## src/rtl/ram_req_initiator.sv

```systemverilog
// Request-side initiator for the RAM simulation model: buffers client commands in a
// FIFO, issues them one at a time on the valid/ready port and returns in-order responses.
module ram_req_initiator #(
  parameter int unsigned FIFO_DEPTH = 4,
  parameter int unsigned TIMEOUT    = 1024
) (
  input  logic        clk,
  input  logic        rst_n,
  input  logic        cmd_valid,
  output logic        cmd_ready,
  input  logic        cmd_write,
  input  logic [63:0] cmd_addr,
  input  logic [63:0] cmd_wdata,
  output logic        resp_valid,
  input  logic        resp_ready,
  output logic        resp_write,
  output logic [63:0] resp_rdata,
  output logic        resp_err,
  output logic        mem_rvalid,
  output logic [63:0] mem_raddr,
  input  logic        mem_readReady,
  input  logic        mem_readfin,
  input  logic [63:0] mem_rdata,
  output logic        mem_wvalid,
  output logic [63:0] mem_waddr,
  output logic [63:0] mem_wdata,
  input  logic        mem_writeReady,
  input  logic        mem_writefin,
  output logic        busy,
  output logic [31:0] rd_count,
  output logic [31:0] wr_count
);

  localparam int unsigned PTR_W = $clog2(FIFO_DEPTH);
  localparam int unsigned CNT_W = PTR_W + 1;
  localparam int unsigned TO_W  = $clog2(TIMEOUT) + 1;

  localparam logic [PTR_W-1:0] PTR_ONE_C  = PTR_W'(1);
  localparam logic [CNT_W-1:0] CNT_ONE_C  = CNT_W'(1);
  localparam logic [CNT_W-1:0] CNT_ZERO_C = CNT_W'(0);
  localparam logic [CNT_W-1:0] DEPTH_C    = CNT_W'(FIFO_DEPTH);
  localparam logic [TO_W-1:0]  TO_ONE_C   = TO_W'(1);
  localparam logic [TO_W-1:0]  TO_LAST_C  = TO_W'(TIMEOUT - 1);
  localparam logic [TO_W-1:0]  TO_MAX_C   = '1;

  typedef enum logic [2:0] {
    IDLE    = 3'd0,
    RD_REQ  = 3'd1,
    RD_WAIT = 3'd2,
    WR_REQ  = 3'd3,
    WR_WAIT = 3'd4,
    RESP    = 3'd5
  } state_t;

  state_t            state_r, state_nx_s;
  logic              fifo_write_r [FIFO_DEPTH];
  logic [63:0]       fifo_addr_r  [FIFO_DEPTH];
  logic [63:0]       fifo_wdata_r [FIFO_DEPTH];
  logic [PTR_W-1:0]  wr_ptr_r, rd_ptr_r;
  logic [CNT_W-1:0]  count_r, count_nx_s;
  logic [TO_W-1:0]   to_cnt_r;
  logic [63:0]       cur_addr_r, cur_wdata_r;
  logic              push_s, pop_s, to_inc_s, to_last_s;
  logic              resp_load_s, resp_write_nx_s, resp_err_nx_s, resp_done_s;
  logic [63:0]       resp_rdata_nx_s;
  logic              cmd_ready_r, busy_r, mem_rvalid_r, mem_wvalid_r;
  logic              resp_valid_r, resp_write_r, resp_err_r;
  logic [63:0]       resp_rdata_r;
  logic [31:0]       rd_count_r, wr_count_r;

  assign push_s    = cmd_valid && cmd_ready_r;
  assign to_last_s = (to_cnt_r >= TO_LAST_C);

  // FIFO occupancy after this edge
  always_comb begin
    count_nx_s = count_r;
    if (push_s && !pop_s) begin
      count_nx_s = count_r + CNT_ONE_C;
    end else if (!push_s && pop_s) begin
      count_nx_s = count_r - CNT_ONE_C;
    end else begin
      count_nx_s = count_r;
    end
  end

  // FSM state register
  always_ff @(posedge clk or negedge rst_n) begin
    if (!rst_n) begin
      state_r <= IDLE;
    end else begin
      state_r <= state_nx_s;
    end
  end

  // FSM next state; an accept or fin in the same cycle as the timeout wins
  always_comb begin
    state_nx_s      = state_r;
    pop_s           = 1'b0;
    to_inc_s        = 1'b0;
    resp_load_s     = 1'b0;
    resp_write_nx_s = 1'b0;
    resp_err_nx_s   = 1'b0;
    resp_rdata_nx_s = 64'd0;
    resp_done_s     = 1'b0;
    case (state_r)
      IDLE: begin
        if (count_r != CNT_ZERO_C) begin
          pop_s      = 1'b1;
          state_nx_s = fifo_write_r[rd_ptr_r] ? WR_REQ : RD_REQ;
        end else begin
          state_nx_s = IDLE;
        end
      end
      RD_REQ: begin
        if (mem_readReady) begin
          state_nx_s = RD_WAIT;
          to_inc_s   = 1'b1;
        end else if (to_last_s) begin
          state_nx_s    = RESP;
          resp_load_s   = 1'b1;
          resp_err_nx_s = 1'b1;
        end else begin
          to_inc_s = 1'b1;
        end
      end
      RD_WAIT: begin
        if (mem_readfin) begin
          state_nx_s      = RESP;
          resp_load_s     = 1'b1;
          resp_rdata_nx_s = mem_rdata;
        end else if (to_last_s) begin
          state_nx_s    = RESP;
          resp_load_s   = 1'b1;
          resp_err_nx_s = 1'b1;
        end else begin
          to_inc_s = 1'b1;
        end
      end
      WR_REQ: begin
        resp_write_nx_s = 1'b1;
        if (mem_writeReady) begin
          state_nx_s = WR_WAIT;
          to_inc_s   = 1'b1;
        end else if (to_last_s) begin
          state_nx_s    = RESP;
          resp_load_s   = 1'b1;
          resp_err_nx_s = 1'b1;
        end else begin
          to_inc_s = 1'b1;
        end
      end
      WR_WAIT: begin
        resp_write_nx_s = 1'b1;
        if (mem_writefin) begin
          state_nx_s  = RESP;
          resp_load_s = 1'b1;
        end else if (to_last_s) begin
          state_nx_s    = RESP;
          resp_load_s   = 1'b1;
          resp_err_nx_s = 1'b1;
        end else begin
          to_inc_s = 1'b1;
        end
      end
      RESP: begin
        if (resp_ready) begin
          state_nx_s  = IDLE;
          resp_done_s = 1'b1;
        end else begin
          state_nx_s = RESP;
        end
      end
      default: begin
        state_nx_s = IDLE;
      end
    endcase
  end

  // command FIFO storage and pointers
  always_ff @(posedge clk or negedge rst_n) begin
    if (!rst_n) begin
      wr_ptr_r <= '0;
      rd_ptr_r <= '0;
      count_r  <= '0;
      for (int i = 0; i < int'(FIFO_DEPTH); i++) begin
        fifo_write_r[i] <= 1'b0;
        fifo_addr_r[i]  <= 64'd0;
        fifo_wdata_r[i] <= 64'd0;
      end
    end else begin
      if (push_s) begin
        fifo_write_r[wr_ptr_r] <= cmd_write;
        fifo_addr_r[wr_ptr_r]  <= cmd_addr;
        fifo_wdata_r[wr_ptr_r] <= cmd_wdata;
        wr_ptr_r               <= wr_ptr_r + PTR_ONE_C;
      end
      if (pop_s) begin
        rd_ptr_r <= rd_ptr_r + PTR_ONE_C;
      end
      count_r <= count_nx_s;
    end
  end

  // current command, timeout counter, registered outputs and completion counters
  always_ff @(posedge clk or negedge rst_n) begin
    if (!rst_n) begin
      cur_addr_r   <= 64'd0;
      cur_wdata_r  <= 64'd0;
      to_cnt_r     <= '0;
      mem_rvalid_r <= 1'b0;
      mem_wvalid_r <= 1'b0;
      resp_valid_r <= 1'b0;
      resp_write_r <= 1'b0;
      resp_err_r   <= 1'b0;
      resp_rdata_r <= 64'd0;
      rd_count_r   <= 32'd0;
      wr_count_r   <= 32'd0;
      busy_r       <= 1'b0;
      cmd_ready_r  <= 1'b1;
    end else begin
      if (pop_s) begin
        cur_addr_r  <= fifo_addr_r[rd_ptr_r];
        cur_wdata_r <= fifo_wdata_r[rd_ptr_r];
        to_cnt_r    <= '0;
      end else if (to_inc_s && (to_cnt_r != TO_MAX_C)) begin
        to_cnt_r <= to_cnt_r + TO_ONE_C;
      end
      mem_rvalid_r <= (state_nx_s == RD_REQ);
      mem_wvalid_r <= (state_nx_s == WR_REQ);
      resp_valid_r <= (state_nx_s == RESP);
      if (resp_load_s) begin
        resp_write_r <= resp_write_nx_s;
        resp_err_r   <= resp_err_nx_s;
        resp_rdata_r <= resp_rdata_nx_s;
      end
      if (resp_done_s && !resp_err_r) begin
        if (resp_write_r) begin
          wr_count_r <= wr_count_r + 32'd1;
        end else begin
          rd_count_r <= rd_count_r + 32'd1;
        end
      end
      busy_r      <= (state_nx_s != IDLE) || (count_nx_s != CNT_ZERO_C);
      cmd_ready_r <= (count_nx_s < DEPTH_C);
    end
  end

  assign cmd_ready  = cmd_ready_r;
  assign busy       = busy_r;
  assign mem_rvalid = mem_rvalid_r;
  assign mem_wvalid = mem_wvalid_r;
  assign mem_raddr  = cur_addr_r;
  assign mem_waddr  = cur_addr_r;
  assign mem_wdata  = cur_wdata_r;
  assign resp_valid = resp_valid_r;
  assign resp_write = resp_write_r;
  assign resp_err   = resp_err_r;
  assign resp_rdata = resp_rdata_r;
  assign rd_count   = rd_count_r;
  assign wr_count   = wr_count_r;

endmodule

```

## config.mk

```make
export PLATFORM = sky130hd
export DESIGN_NAME = ram_req_initiator
export DESIGN_NICKNAME = d
export VERILOG_FILES = /design/src/rtl/ram_req_initiator.sv
export SDC_FILE = /design/constraint.sdc
export NUM_CORES = 1
export LEC_CHECK = 0
export ABC_AREA = 0
export BUFFER_PORTS_ARGS = -buffer_cell sky130_fd_sc_hd__buf_4
export CAP_MARGIN = 0
export CORE_UTILIZATION = 45
export CTS_CLUSTER_SIZE = 14
export DETAILED_ROUTE_END_ITERATION = 12
export PLACE_DENSITY = 0.72
export SLEW_MARGIN = 20
export SYNTH_ARGS = -nofsm -noshare
export SYNTH_HDL_FRONTEND = slang
export SYNTH_SLANG_ARGS = --single-unit
export TNS_END_PERCENT = 1
```

## constraint.sdc

```tcl
create_clock -name clk -period 2.05 [get_ports clk]
set_clock_uncertainty 0.05 [all_clocks]
set_input_delay 0.3075 -clock clk [delete_from_list [all_inputs] [get_ports clk]]
set_output_delay 0.3075 -clock clk [all_outputs]
set_load 0.1 [all_outputs]
```

==> run metrics <==
max-cap check violation count=0; worst-skew pair later-pin latency=0.63 ns; cell area after layout=44710 µm²; Final GP Congestion=0.8269; fraction of layout cells with a size suffix above 1=0.4687; IO buf count=527; Final period util=0.9802; number of setup buffers added after CTS=0; first-pass GRT wire length=139.3 mm; Critical Path AT=2.49 ns; CTS tree=done; HP Start=mem_readfin; DRC Markers=0; post-route setup TNS=0 ns; reg2reg start=state_r[1]$_DFF_PN0_; post-synthesis adder-cell area fraction=0.003954; Clk pin slew, worst setup/hold paths=0.06 ns; mux cell area share after synthesis=0.2576; Critical Path Sink Type=flip-flop; die extent in x=277.6 µm; final hold vios=0; Top-Level Pins=528; Layout area overhead=30.83%; sequential area share after synthesis=0.5859; Via density=5.373; grt total ovfl=0; initial core utilization=0.4567; Routed WL=87.30 mm; HP Class=input port to flip-flop; Synth Flop Type=dfrtp_1; Final setup viols=0; Yosys warnings=0; Synth Area in XOR/XNOR=0.01743; Max Slew Vio Count=0; Post-Synth Simple-Gate Area=0.07451; Yosys reg bits=800; H-tree levels=3; Post-DP HPWL=58.09 mm; CTS buffer count=86; clock root buffer=clkbuf_16; Post-synth EDFFs=0; Core ar.=74820 µm²; Relative slew margins=0.6917; CTS Sinks=800; main combinational cell family by area after synthesis=multiplexers; Crit. Startpoint=state_r[1]$_DFF_PN0_; commonest non-fill, non-tap cell in the layout=dfrtp_1; Initial DRC Count=1110; Max FO, Critical Path=16; initial antenna violation count=7; synth unique cells=63; via count=22470; GRT Total Usage=0.2288; f_max=497.7 MHz; post-route ant nets=0; vias in the first global route=24650; Setup CP Type=flip-flop to flip-flop; Post-synth ARST share=1.000; DRT Pass-1 Iters=5; largest buffer count on any clock path=3; nets=3353; compound-gate portion of the synthesized area=0.02559; worst hold slack=0.05785 ns; die area=77040 µm²; CP Launch Type=flip-flop; Routed WL per cell=20.88 µm; RSZ-0062 raised after global routing=true; worst slew pin tran=0.4624 ns; syn_area_per_cell=14.10 µm²; outcome=finished clean; Cells after Synth=2423; CP required=2.53 ns; Placed Area=39800 µm²; Die H=277.6 µm; largest net degree at the start of global routing=68; Rows=100; Tmin final=2.009 ns; most frequent cells in the layout=dfrtp_1, buf_4, mux2_2, nand2_1, dlygate4sd3_1; post-synthesis instance area=34170 µm²; syn nets=2634
## area by class of cell
type,instances,area (µm²)
Antenna cell,4,10.01
Clock buffer,124,2546
Clock inverter,31,374.1
Fill cell,5655,30120
Inverter,14,52.55
Multi-Input combinational cell,1408,13040
Sequential cell,800,20100
Tap cell,969,1212
Timing Repair Buffer,832,7365
## routing by layer
metal	track usage	share of wire
met1	0.2830	0.40
met2	0.3982	0.51
met3	0.04834	0.057
met4	0.07621	0.027
met5	0	0.00049
## worst max-delay path, cell delays in order (launching register included)
cell and delay (ns):
dfrtp_2 0.48, buf_4 0.19, nand2b_1 0.10, a21oi_2 0.17
o32ai_2 0.08, buf_4 0.20, or4_1 0.48, a21oi_1 0.17
## cell usage after synthesis (3+ instances only)
cell / instances / share of area
o31ai_1: 5 / 0.0011
nand4_1: 23 / 0.0042
o21ai_0: 4 / 0.00059
mux2_2: 519 / 0.17
ha_1: 10 / 0.0037
xor2_1: 16 / 0.0041
and2_1: 4 / 0.00073
nand3_1: 31 / 0.0045
dfrtp_1: 799 / 0.59
and4_1: 8 / 0.0021
buf_2: 80 / 0.012
nor3_2: 6 / 0.0018
buf_4: 65 / 0.014
mux4_2: 129 / 0.085
a22o_1: 65 / 0.017
mux2i_1: 4 / 0.0012
nand2_1: 425 / 0.047
and3_1: 6 / 0.0011
a21oi_1: 14 / 0.0021
nor2b_1: 4 / 0.00073
nor3_4: 3 / 0.0014
nor2_1: 18 / 0.0020
buf_6: 6 / 0.0020
clkbuf_1: 42 / 0.0046
or3_1: 3 / 0.00055
inv_1: 14 / 0.0015
buf_1: 8 / 0.00088
nor3_1: 10 / 0.0015
xnor2_1: 52 / 0.013
nand2b_1: 6 / 0.0011
## flip-flops by register name, indices dropped and copies added (netlist names), 2 cells and up
register and cells:
count_r 3, fifo_write_r 4, to_cnt_r 11, mem_raddr 64, state_r 3, fifo_addr_r 256
resp_rdata 64, fifo_wdata_r 256, wr_ptr_r 2, rd_count 32, wr_count 32, mem_wdata 64
rd_ptr_r 2
## cells by family after synthesis
logic type / after synthesis
mux: 653
simple gates: 567
fa+ha+maj: 11
buf+inv: 215
flops: 800
compound gates: 109
xor+xnor: 68
## through the flow
stage / worst slack [ns] / utilization / std cells
2_1_floorplan: -0.08354 / - / 2423
6_report: 0.04066 / 0.5975 / 4182
3_5_place_dp: -0.08901 / 0.5319 / 3829
3_3_place_gp: -0.07841 / 0.5319 / 3829
4_1_cts: -0.02063 / 0.5969 / 4178
5_1_grt: -0.03157 / 0.5975 / 4181
## worst paths after layout
path	endpoint	slack, ns	depth (start not counted)
min	state_r[1]$_DFF_PN0_	0.06	3
max in group asynchronous	fifo_addr_r[215]$_DFFE_PN0P_	0.93	4
max reg2reg	to_cnt_r[8]$_DFFE_PN0P_	0.04	7
min reg2reg	mem_wdata[52]$_DFFE_PN0P_	0.43	2
min in group asynchronous	mem_raddr[29]$_DFFE_PN0P_	0.13	2
max	to_cnt_r[8]$_DFFE_PN0P_	0.04	7
## what timing repair did
action,in CTS,in global routing
hold buffers,194,0
gates resized for setup,2,8
setup endpoints to repair,59,78
endpoints found under the hold margin,1007,0
pin swaps,0,1
Power is left out: the tool's default activity adds up to more than one toggle a clock period on the data nets, which glitch-free logic cannot reach.
